**config.mk**
```make
export PLATFORM = sky130hd
export DESIGN_NAME = spi_memory_master
export DESIGN_NICKNAME = d
export VERILOG_FILES = /design/src/rtl/spi_memory_master.sv
export SDC_FILE = /design/constraint.sdc
export NUM_CORES = 1
export LEC_CHECK = 0
export BUFFER_PORTS_ARGS = -buffer_cell sky130_fd_sc_hd__buf_2
export CAP_MARGIN = 20
export CORE_MARGIN = 2
export CORE_UTILIZATION = 40
export DETAILED_ROUTE_END_ITERATION = 8
export GPL_ROUTABILITY_DRIVEN = 0
export PLACE_DENSITY = 0.7
export RECOVER_POWER = 25
export SKIP_LAST_GASP = 1
export SLEW_MARGIN = 20
export SYNTH_ARGS = -nofsm -noshare
export SYNTH_HDL_FRONTEND = slang
export SYNTH_SLANG_ARGS = --single-unit
```
**constraint.sdc**
```tcl
create_clock -name clk -period 2.44 [get_ports clk]
set_input_delay 0.244 -clock clk [delete_from_list [all_inputs] [get_ports clk]]
set_output_delay 0.244 -clock clk [all_outputs]
set_load 0.02 [all_outputs]
```
**src/rtl/spi_memory_master.sv**
```systemverilog
// SPI mode-0 initiator for the on-board memory responder: one 16-bit frame
// {addr[6:0], rw, data[7:0]} per accepted start, MSB first, read data captured from miso.
module spi_memory_master #(
  parameter int CLK_DIV = 4
) (
  input  logic       clk,
  input  logic       reset,
  input  logic       start,
  input  logic       rw,
  input  logic [6:0] addr,
  input  logic [7:0] wdata,
  input  logic       miso,
  output logic       sclk,
  output logic       cs_n,
  output logic       mosi,
  output logic       busy,
  output logic       done,
  output logic [7:0] rdata
);

  localparam int            HW        = (CLK_DIV > 1) ? $clog2(CLK_DIV) : 1;
  localparam logic [HW-1:0] HALF_LAST = HW'(CLK_DIV - 1);

  typedef enum logic [2:0] {
    S_IDLE,
    S_SETUP,
    S_SHIFT,
    S_HOLD,
    S_DONE,
    S_GAP
  } state_t;

  state_t        state_q, state_d;
  logic [HW-1:0] half_q, half_d;
  logic [3:0]    bit_q, bit_d;
  logic [15:0]   tx_q, tx_d;
  logic [7:0]    cap_q, cap_d;
  logic [7:0]    rdata_q, rdata_d;
  logic          sclk_q, sclk_d;
  logic          cs_n_q, cs_n_d;
  logic          mosi_q, mosi_d;
  logic          busy_q, busy_d;
  logic          done_q, done_d;
  logic          half_end;

  assign half_end = (half_q == HALF_LAST);

  always_comb begin
    state_d = state_q;
    half_d  = half_q;
    bit_d   = bit_q;
    tx_d    = tx_q;
    cap_d   = cap_q;
    rdata_d = rdata_q;
    sclk_d  = sclk_q;
    cs_n_d  = cs_n_q;
    mosi_d  = mosi_q;
    busy_d  = busy_q;
    done_d  = 1'b0;

    unique case (state_q)
      S_IDLE: begin
        if (start) begin
          tx_d    = {addr, rw, (rw ? 8'h00 : wdata)};
          cs_n_d  = 1'b0;
          mosi_d  = addr[6];
          busy_d  = 1'b1;
          half_d  = '0;
          bit_d   = '0;
          state_d = S_SETUP;
        end
      end
      S_SETUP: begin
        if (half_end) begin
          half_d  = '0;
          sclk_d  = 1'b1;
          state_d = S_SHIFT;
        end else begin
          half_d = half_q + HW'(1);
        end
      end
      S_SHIFT: begin
        if (!half_end) begin
          half_d = half_q + HW'(1);
        end else begin
          half_d = '0;
          if (sclk_q) begin
            // End of the high half: sample as late as possible, then fall and advance mosi.
            sclk_d = 1'b0;
            if (tx_q[8] && bit_q[3]) begin
              cap_d = {cap_q[6:0], miso};
            end
            if (bit_q != 4'd15) begin
              mosi_d = tx_q[4'd14 - bit_q];
            end
          end else if (bit_q == 4'd15) begin
            bit_d   = '0;
            state_d = S_HOLD;
          end else begin
            bit_d  = bit_q + 4'd1;
            sclk_d = 1'b1;
          end
        end
      end
      S_HOLD: begin
        if (half_end) begin
          half_d  = '0;
          state_d = S_DONE;
        end else begin
          half_d = half_q + HW'(1);
        end
      end
      S_DONE: begin
        cs_n_d  = 1'b1;
        mosi_d  = 1'b0;
        done_d  = 1'b1;
        half_d  = '0;
        state_d = S_GAP;
        if (tx_q[8]) begin
          rdata_d = cap_q;
        end
      end
      S_GAP: begin
        if (half_end) begin
          half_d  = '0;
          busy_d  = 1'b0;
          state_d = S_IDLE;
        end else begin
          half_d = half_q + HW'(1);
        end
      end
      default: begin
        state_d = S_IDLE;
      end
    endcase
  end

  always_ff @(posedge clk) begin
    if (reset) begin
      state_q <= S_IDLE;
      half_q  <= '0;
      bit_q   <= '0;
      tx_q    <= '0;
      cap_q   <= '0;
      rdata_q <= '0;
      sclk_q  <= 1'b0;
      cs_n_q  <= 1'b1;
      mosi_q  <= 1'b0;
      busy_q  <= 1'b0;
      done_q  <= 1'b0;
    end else begin
      state_q <= state_d;
      half_q  <= half_d;
      bit_q   <= bit_d;
      tx_q    <= tx_d;
      cap_q   <= cap_d;
      rdata_q <= rdata_d;
      sclk_q  <= sclk_d;
      cs_n_q  <= cs_n_d;
      mosi_q  <= mosi_d;
      busy_q  <= busy_d;
      done_q  <= done_d;
    end
  end

  assign sclk  = sclk_q;
  assign cs_n  = cs_n_q;
  assign mosi  = mosi_q;
  assign busy  = busy_q;
  assign done  = done_q;
  assign rdata = rdata_q;

endmodule
```
* Word level (Yosys, flattened, before mapping)
Index checks and enable logic that the tools add are counted.
** Operators by class
- Add/sub/neg operators :: 3
- $lt $le $gt $ge :: 1
- Eq/ne operators :: 17
- Mux-type cells :: 35
- Reduce and logical (&&, ||, !) cells :: 19
** Operators with widths (count)
- $mux W3 :: 7
- $ne A2 B2 Y1 const B :: 9
- $pmux W3 S6 :: 1
- $mux W4 :: 4
- $mux W1 :: 13
- $mux W8 :: 1
- $pmux W4 S2 :: 1
- $reduce_and A2 Y1 :: 4
- $reduce_and A4 Y1 :: 2
- $reduce_bool A2 Y1 :: 4
- $reduce_and A7 Y1 :: 1
- $eq A3 B2 Y1 const B :: 2
- $eq A3 B3 Y1 const B :: 2
- $pmux W1 S2 :: 3
- $pmux W2 S3 :: 1
- $reduce_and A3 Y1 :: 2
- $reduce_bool A3 Y1 :: 2
- $lt A4 B5 Y1 const B :: 1
- $reduce_and A5 Y1 :: 1
- $add A4 B1 Y4 const B :: 1
- $bmux W1 S4 :: 1
- $eq A4 B4 Y1 const B :: 1
- $mux W2 :: 2
- $ne A4 B4 Y1 const B :: 1
- other kinds (8) :: 8
** Word-level totals
- Register bits after elaboration :: 46
- Input bits :: 20
- Output and inout port bits :: 13
- Logic and storage cells :: 86

* Depth between registers and ports, before layout
Gate-level depths: netlist of run 1.
- Depth in word-level cells :: 7
- Mapped depth :: 7
- Gate-level depth less buffers :: 6

* Worst setup path before layout of run 1
Ideal clock, no wire load.
- Path kind :: reg-to-reg
- Start point :: reg bit_q[0]
- End point :: reg mosi_q (netlist: mosi)
- Library setup time :: 0.139 ns
- Arrival time :: 1.412 ns
- Required time :: 2.301 ns
- Path slack :: 0.889 ns
- Cell stages (with the launch flop) :: 6
- Path buffers :: 1
- Clock period less this slack :: 1.551 ns
- Cells stage by stage :: dfxtp_1 buf_6 mux4_1 mux2_2 o21ai_2 a221oi_1
** On the way
- Word-level cells in the longest chain between the ends :: 7
- Elaborated cells on any way between the ends :: 10
- Those cells by class :: add/sub: 1; eq/ne: 2; mux: 6; reduce/logical: 1
** RTL lines
- start: declaration :: RTL line 35 : logic [3:0] bit_q, bit_d;
- start signal: assignment :: RTL line 154 : bit_q <= bit_d;
- $sub A4 B4 Y4 :: RTL line 94 : mosi_d = tx_q[4'd14 - bit_q];
- $bmux W1 S4 :: RTL line 94
- $mux W1 (implied by the code) :: RTL line 94
- $mux W1 :: RTL line 93 : if (bit_q != 4'd15) begin
- $mux W1 :: RTL line 87 : if (sclk_q) begin
- $mux W1 :: RTL line 83 : if (!half_end) begin
- $pmux W1 S3 :: RTL line 61 : unique case (state_q)
- end signal: assignment :: RTL line 160 : mosi_q <= mosi_d;
- end: declaration :: RTL line 41 : logic mosi_q, mosi_d;
Several ways; a longest one is shown, not always the timed one. The select of a mux whose other input is x is not followed.
A chain may end at the register's enable or synchronous reset.

* Final worst setup path of run 1
- Start point :: reg state_q[1]
- End point :: reg cap_q[0]
** On the way
- Word-level cells in the longest chain between the ends :: 2
** RTL lines
- start: declaration :: RTL line 33 : state_t state_q, state_d;
- start signal: assignment :: RTL line 152 : state_q <= state_d;
- $eq A3 B2 Y1 :: RTL line 61
- $reduce_and A4 Y1 (no line)
- end signal: assignment :: RTL line 156 : cap_q <= cap_d;
- end: declaration :: RTL line 37 : logic [7:0] cap_q, cap_d;
Every way passes these cells.

==> results of run 1 <==
## logic make-up (layout without fill, tap and decap cells)
family          after synthesis  count (layout)
simple gates                 89              89
flops                        46              46
compound gates               42              42
mux                          26              26
buf+inv                      19              45
xor+xnor                      3               3
fa+ha+maj                     2               2
## worst min path at each step
stage / from / to / slack, ns
after detailed placement: tx_q[12] / tx_q[12] / 0.45
after global routing: addr[0] / tx_q[9] / 0.18
after CTS: addr[1] / tx_q[10] / 0.17
final: addr[4] / tx_q[13] / 0.17
after global placement: tx_q[11] / tx_q[11] / 0.44
after floorplan: addr[1] / tx_q[10] / 0.38
## layout by cell type, fill, tap and decap left out, types with 2 or more instances in the layout
cell type,count
a31oi_1,2
mux2_2,2
mux2i_1,20
a21oi_1,24
a221oi_1,2
nor2b_1,2
clkbuf_1,13
nor3b_1,9
dfxtp_1,46
and3_1,2
inv_1,4
buf_2,19
nor3_1,3
mux4_1,4
ha_1,2
xor2_1,2
o21ai_0,4
clkbuf_8,6
nand2_1,24
nor2_1,36
nand3_1,6
## registers in the layout, summed over array words and instances (netlist names), 2 cells and up
| register | flops |
|---|---|
| tx_q | 16 |
| cap_q | 8 |
| rdata | 8 |
| bit_q | 4 |
| state_q | 3 |
| half_q | 2 |
## worst max-delay path, stage by stage (launching register included)
cell and delay, ns:
dfxtp_1 0.76, nand2_1 0.23, nor2_2 0.51, mux2i_1 0.25
nor2_1 0.05
## layer usage
layer / vias up / GRT usage / wire [microns]
met5: - / 0 / 0
met4: 0 / 0.0429 / 42
met3: 6 / 0.0450 / 154
met2: 30 / 0.241 / 1790
met1: 762 / 0.204 / 2000
li1: 843 / - / -
## final cells by class
class                   instances  area [sq um]  area share
well taps                      70          87.6      0.0378
inverters                       4          15.0     0.00648
clock buffers                   6          82.6      0.0357
multi-input cells             162          1050       0.452
clock inverters                 2          12.5     0.00540
flip-flops and latches         46           921       0.398
repair buffers                 33           151      0.0654
## power by group through the flow
stage	registers (mW)	clock network, mW	logic (mW)
after floorplan	0.816	0	0.101
after global placement	0.816	0	0.143
after detailed placement	0.816	0	0.146
after CTS	0.799	0.493	0.147
after global routing	0.803	0.529	0.164
final	0.799	0.478	0.143
==> results.yml, run 1 <==
final_layout:
  areaGrowthSynthToFinish_pct: 12.7
  finalNetCount: 274
  post_route_cells_drive_above_1_share: 0.130
  utilization: 0.459
  fin_cells: 323
  fillerInstances: 517
  finish.instance_area_sq_um: 2320
  n_antenna_cell: 0
route:
  drtIter0Drc: 62
  ant_nets: 0
  detail_route.wl_per_cell_microns: 12.3
  viasPerCell: 5.08
  detailed_route_via_count: 1641
  drt_first_pass_iters: 4
  drcViolationCount: 0
  total_wirelength_of_the_detailed_routed_design_microns: 3990
floorplan:
  boundaryPins: 33
  dieWidth_microns: 75.7
  core_region_area_sq_um: 5040
  start_util: 0.407
  area_of_the_die_sq_um: 5730
  fp.dieH_microns: 75.7
  placement_rows: 26
yosys:
  biggest_area_consumer_among_synthesized_cells: "dfxtp_1"
  post_synth_xor_area_fraction: 0.0128
  yosys.area_share.simple: 0.200
  share_of_synthesized_area_spent_on_multiplexers: 0.160
  avgSynthCellArea_sq_um: 9.05
  synthesis.area_sq_um: 2050
  syn_nets: 249
  ys_warn_count: 0
  post_synth_most_frequent_cells: "dfxtp_1, nor2_1, a21oi_1, nand2_1, mux2i_1"
  synthFlopType: "dfxtp_1"
  synthTopCellsByArea: "dfxtp_1, mux2i_1, nor2_1"
  postSynthCellCount: 227
  synth-adder-area-share: 0.0122
  yosys_register_bits: 46
  netlist.area_leader.share: 0.448
  complex_gate_fraction_of_the_synthesized_area: 0.125
  synth_top_family_by_area: "simple AND/OR/NAND/NOR gates"
  synth_most_common_cell: "dfxtp_1"
  yosys.cell_types.count: 41
  postSynth.asyncResetShare: 0
  synth-seq-area-share: 0.448
  synth_edf_count: 0
clock_network:
  cts-hold-fix-buffers: 0
  clk_pin_slew_ns: 0.09
  cts_repair_resize_count: 0
  cts_buffer_depth: 2
  post_cts.repair.setup_buffers: 0
  cts.sinks: 46
  ctsHtreeMaxLevel: 2
  tritoncts: "yes"
  tritoncts.num_buffers: 5
  root_buffer: "clkbuf_8"
  insertion_delay_ns: 0.29
global_route:
  grt_max_degree: 47
  antenna_violations_before_repair: 0
  grt_overflow_total: 0
  grt_first_pass_wirelength_microns: 6790
  first_global_vias: 1549
  gr-usage-all-layers: 0.152
setup_path:
  cp-endpoint: "cap_q[0]"
  crit_type: "reg2reg"
  worst_setup_path_startpoint: "state_q[1]"
  largest_fanout_on_the_critical_path: 22
  arrival_ns: 2.09
  crit-reg2reg-launch: "state_q[1]"
  required_ns: 2.59
  worstReg2RegEnd: "cap_q[0]"
  critPathCaptureType: "flip-flop"
  critical_path.startpoint_type: "flip-flop"
  r2r_setup_slack_ns: 0.50
  reg2regPathDepth: 4
timing:
  rsz0062_at_grt: "false"
  worst_pin_slew_ns: 0.805
  finalSetupTns_ns: 0
  layout_worst_path_cycle_share: 0.793
  hold_slack_ns: 0.174
  maximum_operating_frequency_ghz: 0.517
  slew_violations: 0
  report.final.setup_viol: 0
  final_hold_viol_count: 0
  worst_slew_margin_rel: 0.463
  timing.clock.skew_ns: 0.00702
  layout_min_cycle_time_ns: 1.94
  min_setup_slack_post_route_ns: 0.505
placed_design:
  detailed_place.area_sq_um: 2240
  place.detailed.instances: 315
  place.detailed.hpwl_microns: 2730
  dp_worst_setup_slack_ns: 0.511
  io_buffers: 32
power:
  total_power_mw: 1.42
  power_report.internal_total_mw: 1.06
  irDropWorstVdd_mv: 0.327
  power_density_nw_per_um2: 613
  part_of_the_total_power_dissipated_in_combinational_logic: 0.101
  pwr-share-seq: 0.562
  net-switching-power_mw: 0.357
  pwr-share-clk: 0.337
  power.switching_fraction: 0.251
  static-leakage-power_nw: 0.848
worst_hold_path:
  holdCritPathClass: "in2reg"
  worst_hold_path.num_cells: 3
status:
  run_status: "finished, final reports clean"
run:
  max_cap_viols: 0
(Power assumes the default switching activity.)
==> run 2: changes to the inputs <==
ABC_AREA = 1   (was unset)
clock period = 1.88 ns   (was 2.44 ns; I/O delays follow)
==> run 2 against run 1 <==
  * Via count rose by 16%
  * Synthesized cell count rose by 24%
  * Global-route usage rose by 2.4 points
  * Utilization rose by 2.7 points
  * Sequential share of layout area fell by 0.23 points
  * Clock power rose by 52%
  * Clock-buffer cell count fell by 1
  * Power rose by 130%
  * Register-to-register slack got worse by 0.30 ns
  * Final area rose by 0.59%
  * Largest power group unchanged
  * Highest routed layer unchanged
==> results.yml, run 2 <==
status:
  run_status: "finished, final reports clean"
setup_path:
  required_ns: 2.06
  worstReg2RegEnd: "tx_q[8]"
  arrival_ns: 1.85
  crit-reg2reg-launch: "state_q[0]"
  largest_fanout_on_the_critical_path: 23
  crit_type: "reg2reg"
  critical_path.startpoint_type: "flip-flop"
  r2r_setup_slack_ns: 0.21
  reg2regPathDepth: 7
  critPathCaptureType: "flip-flop"
yosys:
  synthesis.area_sq_um: 2000
  netlist.area_leader.share: 0.460
  yosys.cell_types.count: 21
  synth_most_common_cell: "nand2_1"
  synth_edf_count: 0
  avgSynthCellArea_sq_um: 7.10
  postSynth.asyncResetShare: 0
  postSynthCellCount: 282
  ys_warn_count: 0
  biggest_area_consumer_among_synthesized_cells: "dfxtp_1"
  yosys_register_bits: 46
  synth-seq-area-share: 0.460
  post_synth_most_frequent_cells: "nand2_1, dfxtp_1, nor2_1, a21oi_1, nand3_1"
  synthFlopType: "dfxtp_1"
  syn_nets: 304
  synthTopCellsByArea: "dfxtp_1, nand2_1, a21oi_1"
power:
  power_density_nw_per_um2: 1410
  static-leakage-power_nw: 0.980
  irDropWorstVdd_mv: 0.608
  total_power_mw: 3.28
route:
  drcViolationCount: 0
  total_wirelength_of_the_detailed_routed_design_microns: 4460
  viasPerCell: 4.96
  drt_first_pass_iters: 4
  ant_nets: 0
  drtIter0Drc: 145
  detailed_route_via_count: 1906
  detail_route.wl_per_cell_microns: 11.6
clock_network:
  cts.sinks: 46
  ctsHtreeMaxLevel: 2
  insertion_delay_ns: 0.30
  cts-hold-fix-buffers: 0
  tritoncts: "yes"
  cts_buffer_depth: 2
  tritoncts.num_buffers: 5
  post_cts.repair.setup_buffers: 0
  root_buffer: "clkbuf_8"
  cts_repair_resize_count: 0
  clk_pin_slew_ns: 0.09
floorplan:
  dieWidth_microns: 74.8
  area_of_the_die_sq_um: 5590
  start_util: 0.419
  fp.dieH_microns: 74.8
  placement_rows: 25
  boundaryPins: 33
  core_region_area_sq_um: 4790
final_layout:
  mostFrequentLayoutCell: "nand2_1"
  regMostFlops: "tx_q"
  finish.instance_area_sq_um: 2330
  most-common-layout-cells: "nand2_1, dfxtp_1, nor2_1"
  fillerInstances: 521
  largest_reg_flops: 16
  post_route_cells_drive_above_1_share: 0.142
  areaGrowthSynthToFinish_pct: 16.3
  n_antenna_cell: 0
  finalNetCount: 338
timing:
  slew_violations: 0
  report.final.setup_viol: 0
  final_hold_viol_count: 0
  timing.clock.skew_ns: 0.00392
  worst_slew_margin_rel: 0.597
  layout_worst_path_cycle_share: 0.890
  hold_slack_ns: 0.112
  layout_min_cycle_time_ns: 1.67
  finalSetupTns_ns: 0
  worst_pin_slew_ns: 0.604
  maximum_operating_frequency_ghz: 0.598
  min_setup_slack_post_route_ns: 0.207
  rsz0062_at_grt: "false"
placed_design:
  io_buffers: 32
  dp_worst_setup_slack_ns: 0.236
  detailed_place.area_sq_um: 2240
  place.detailed.hpwl_microns: 3140
run:
  max_cap_viols: 0
worst_hold_path:
  worst_hold_path.num_cells: 3
  worstHoldStart: "addr[4]"
  min_delay_worst_endpoint: "tx_q[13]"
  holdCritPathClass: "in2reg"
global_route:
  grt_max_degree: 24
  gr-usage-all-layers: 0.177
  grt_overflow_total: 0
  first_global_vias: 1752
  grt_first_pass_wirelength_microns: 7600
  antenna_violations_before_repair: 0
## run 2: changes by cell type after synthesis, sizes merged, moves of 9 or more
| cell | before | now |
|---|---|---|
| nand3 | 6 | 30 |
| a21oi | 24 | 34 |
| nor3b | 9 | 0 |
| inv | 4 | 22 |
| o21ai | 5 | 23 |
| mux2i | 20 | 0 |
| nand2 | 24 | 68 |
## run 2: layout make-up
cell class                      instances  area [sq um]  area share
Clock buffer                            5          68.8      0.0295
Tap cell                               67          83.8      0.0360
Clock inverter                          3          40.0      0.0172
Sequential cell                        46           921       0.395
Timing Repair Buffer                   36           174      0.0747
Inverter                               23          86.3      0.0371
Multi-Input combinational cell        204           956       0.410
## run 2: worst max-delay path, cell delays in order, from the launching register on
cell and delay (ns):
dfxtp_1 0.40, nor2_2 0.16, nand2_1 0.10, nor2_2 0.20
inv_2 0.23, or2_2 0.33, nand2_1 0.08, a21oi_1 0.05
## run 2: worst max-delay path by stage
stage	from	to	cells after the start
global placement	state_q[0]	tx_q[8]	7
CTS	state_q[0]	tx_q[8]	7
floorplan	state_q[1]	cap_q[7]	7
detailed placement	state_q[0]	tx_q[8]	7
global route	state_q[0]	tx_q[0]	7
finish	state_q[0]	tx_q[8]	7
## run 2: where the power goes
group | leakage, nW | total (mW) | internal [mW] | switching, mW
sequential | 0.375 | 1.28 | 1.15 | 0.123
clock | 0.0579 | 0.728 | 0.391 | 0.337
combinational | 0.547 | 1.28 | 0.418 | 0.861
## run 2: kinds of logic (layout without fill, tap and decap cells)
group / after synthesis / after routing / share of synthesized area
AND/OR/NAND/NOR: 142 / 142 / 0.309
AO/OA/AOI/OAI: 58 / 58 / 0.147
flip-flops: 46 / 46 / 0.460
buffers and inverters: 32 / 67 / 0.0631
adder cells (fa/ha/maj): 2 / 2 / 0.0125
XOR/XNOR: 2 / 2 / 0.00875
## run 2: routing by layer
| metal | global-route usage | up-vias | wire length [microns] |
|---|---|---|---|
| met2 | 0.286 | 36 | 2040 |
| li1 | - | 982 | - |
| met5 | 0 | - | 0 |
| met1 | 0.232 | 879 | 2180 |
| met3 | 0.0402 | 9 | 169 |
| met4 | 0.0655 | 0 | 78 |
## run 2: stage by stage
| stage | util | cells |
|---|---|---|
| after floorplan | - | 282 |
| after global placement | 0.467 | 376 |
| after detailed placement | 0.467 | 376 |
| after CTS | 0.490 | 384 |
| after global routing | 0.487 | 384 |
| final | 0.487 | 384 |
==> run 3: changes to the inputs <==
PLACE_DENSITY = unset   (was 0.7)
==> run 3 against run 2 <==
  * Global-route usage barely moved
  * Utilization rose by 0.86 points
  * Clock-buffer cell count rose by 1
  * Flip-flop and latch count did not move
  * Hold slack got worse by 0.0057 ns
  * Register-to-register slack improved by 0.13 ns
  * First-iteration DRC count fell by 33%
==> results.yml, run 3 (synthesis results as in run 2) <==
timing:
  finalSetupTns_ns: 0
  min_setup_slack_post_route_ns: 0.332
  rsz0062_at_grt: "false"
  worst_slew_margin_rel: 0.608
  report.final.setup_viol: 0
  hold_slack_ns: 0.106
  final_hold_viol_count: 0
  layout_min_cycle_time_ns: 1.55
  layout_worst_path_cycle_share: 0.823
  slew_violations: 0
  timing.clock.skew_ns: 0.00332
  worst_pin_slew_ns: 0.587
  maximum_operating_frequency_ghz: 0.646
final_layout:
  mostFrequentLayoutCell: "nand2_1"
  most-common-layout-cells: "nand2_1, dfxtp_1, nor2_1"
  regMostFlops: "tx_q"
  areaGrowthSynthToFinish_pct: 18.4
  post_route_cells_drive_above_1_share: 0.145
  largest_reg_flops: 16
  utilization: 0.495
  finish.instance_area_sq_um: 2370
  finalNetCount: 339
  n_antenna_cell: 0
placed_design:
  io_buffers: 32
  dp_worst_setup_slack_ns: 0.343
  place.detailed.hpwl_microns: 3140
  detailed_place.area_sq_um: 2240
clock_network:
  ctsHtreeMaxLevel: 2
  cts.sinks: 46
  post_cts.repair.setup_buffers: 0
  cts_repair_resize_count: 0
  cts-hold-fix-buffers: 0
  tritoncts: "yes"
  clk_pin_slew_ns: 0.09
  root_buffer: "clkbuf_8"
  insertion_delay_ns: 0.30
  tritoncts.num_buffers: 5
  cts_buffer_depth: 2
setup_path:
  timing.critical_path.max_delay_family: "flip-flops"
  number_of_cells_on_the_critical_path: 7
  reg2regPathDepth: 7
  critical-path-top-cell-by-count: "nand2_1"
  required_ns: 2.07
  largest_fanout_on_the_critical_path: 6
  worstReg2RegEnd: "state_q[1]"
  worst_path_max_delay_cell: "dfxtp_1"
  arrival_ns: 1.73
  critPathCaptureType: "flip-flop"
  timing.critical_path.slowest_cell_delay_ns: 0.49
  r2r_setup_slack_ns: 0.33
  crit-reg2reg-launch: "state_q[0]"
  worst-path-buf-inv: 1
  critical_path.startpoint_type: "flip-flop"
  crit_type: "reg2reg"
  cp_cell_sequence: "inv_1 -> o21ai_0 -> nand2_1 -> nand2_1 -> nor2_2 -> a21oi_1 -> nor2_1"
global_route:
  grt_max_degree: 24
  grt_overflow_total: 0
  grt_first_pass_wirelength_microns: 7780
  first_global_vias: 1807
  antenna_violations_before_repair: 0
  gr-usage-all-layers: 0.177
route:
  detail_route.wl_per_cell_microns: 11.8
  ant_nets: 0
  viasPerCell: 4.95
  total_wirelength_of_the_detailed_routed_design_microns: 4530
  drcViolationCount: 0
  drt_first_pass_iters: 4
  detailed_route_via_count: 1906
  drtIter0Drc: 97
floorplan:
  fp.dieH_microns: 74.8
  core_region_area_sq_um: 4790
  dieWidth_microns: 74.8
  start_util: 0.419
  area_of_the_die_sq_um: 5590
  placement_rows: 25
  boundaryPins: 33
run:
  max_cap_viols: 0
worst_hold_path:
  worstHoldStart: "miso"
  min_delay_worst_endpoint: "cap_q[0]"
  worst_hold_path.num_cells: 3
  holdCritPathClass: "in2reg"
power:
  power_density_nw_per_um2: 1470
  static-leakage-power_nw: 0.998
  irDropWorstVdd_mv: 0.611
status:
  run_status: "finished, final reports clean"
==> run 3: cell count changes in the layout (fill, tap and decap cells not counted) <==
| cell | before | now |
|---|---|---|
| clkbuf_8 | 5 | 6 |
| bufinv_16 | 1 | 2 |
| clkinv_2 | 2 | 0 |
| buf_4 | 4 | 5 |
==> run 3: where the power goes <==
part,switching [mW],total [mW],internal (mW)
logic,0.877,1.31,0.429
registers,0.125,1.28,1.15
clock network,0.338,0.905,0.567
total,1.34,3.49,2.15
==> run 3: layout make-up <==
type / instances / area (sq um)
Timing Repair Buffer: 37 / 181
Multi-Input combinational cell: 204 / 956
Inverter: 23 / 86.3
Fill cell: 507 / 2410
Tap cell: 67 / 83.8
Sequential cell: 46 / 921
Clock buffer: 6 / 82.6
Clock inverter: 2 / 60.1
==> run 3: routing by layer <==
layer / part of all wire / wire length (microns) / up-vias / global-route usage
met5: 0 / 0 / - / 0
met4: 0.012 / 53 / 0 / 0.0595
met3: 0.035 / 158 / 6 / 0.0335
met2: 0.45 / 2030 / 40 / 0.277
met1: 0.51 / 2290 / 874 / 0.246
li1: - / - / 986 / -
==> run 3: how the worst max path moves through the flow <==
stage,startpoint,endpoint,slack (ns)
2_1_floorplan,state_q[1],cap_q[7],0.62
3_3_place_gp,state_q[0],tx_q[8],0.34
3_5_place_dp,state_q[0],tx_q[8],0.34
4_1_cts,state_q[0],tx_q[8],0.33
5_1_grt,state_q[1],cap_q[0],0.18
6_report,state_q[0],state_q[1],0.33
==> run 3: metrics by stage <==
stage / total power [mW] / cells
5_1_grt: 3.75 / 385
6_report: 3.49 / 385
3_3_place_gp: 2.59 / 377
3_5_place_dp: 2.59 / 377
4_1_cts: 3.51 / 385
2_1_floorplan: 2.26 / 282
==> run 3: worst reg2reg max path: cells and delay by family, from the launching register on <==
kind                   cells  cell delay [ns]
AOI/OAI and AO/OA          2             0.43
buffers and inverters      1             0.13
DFF                        1             0.49
and+or+nand+nor            4             0.38
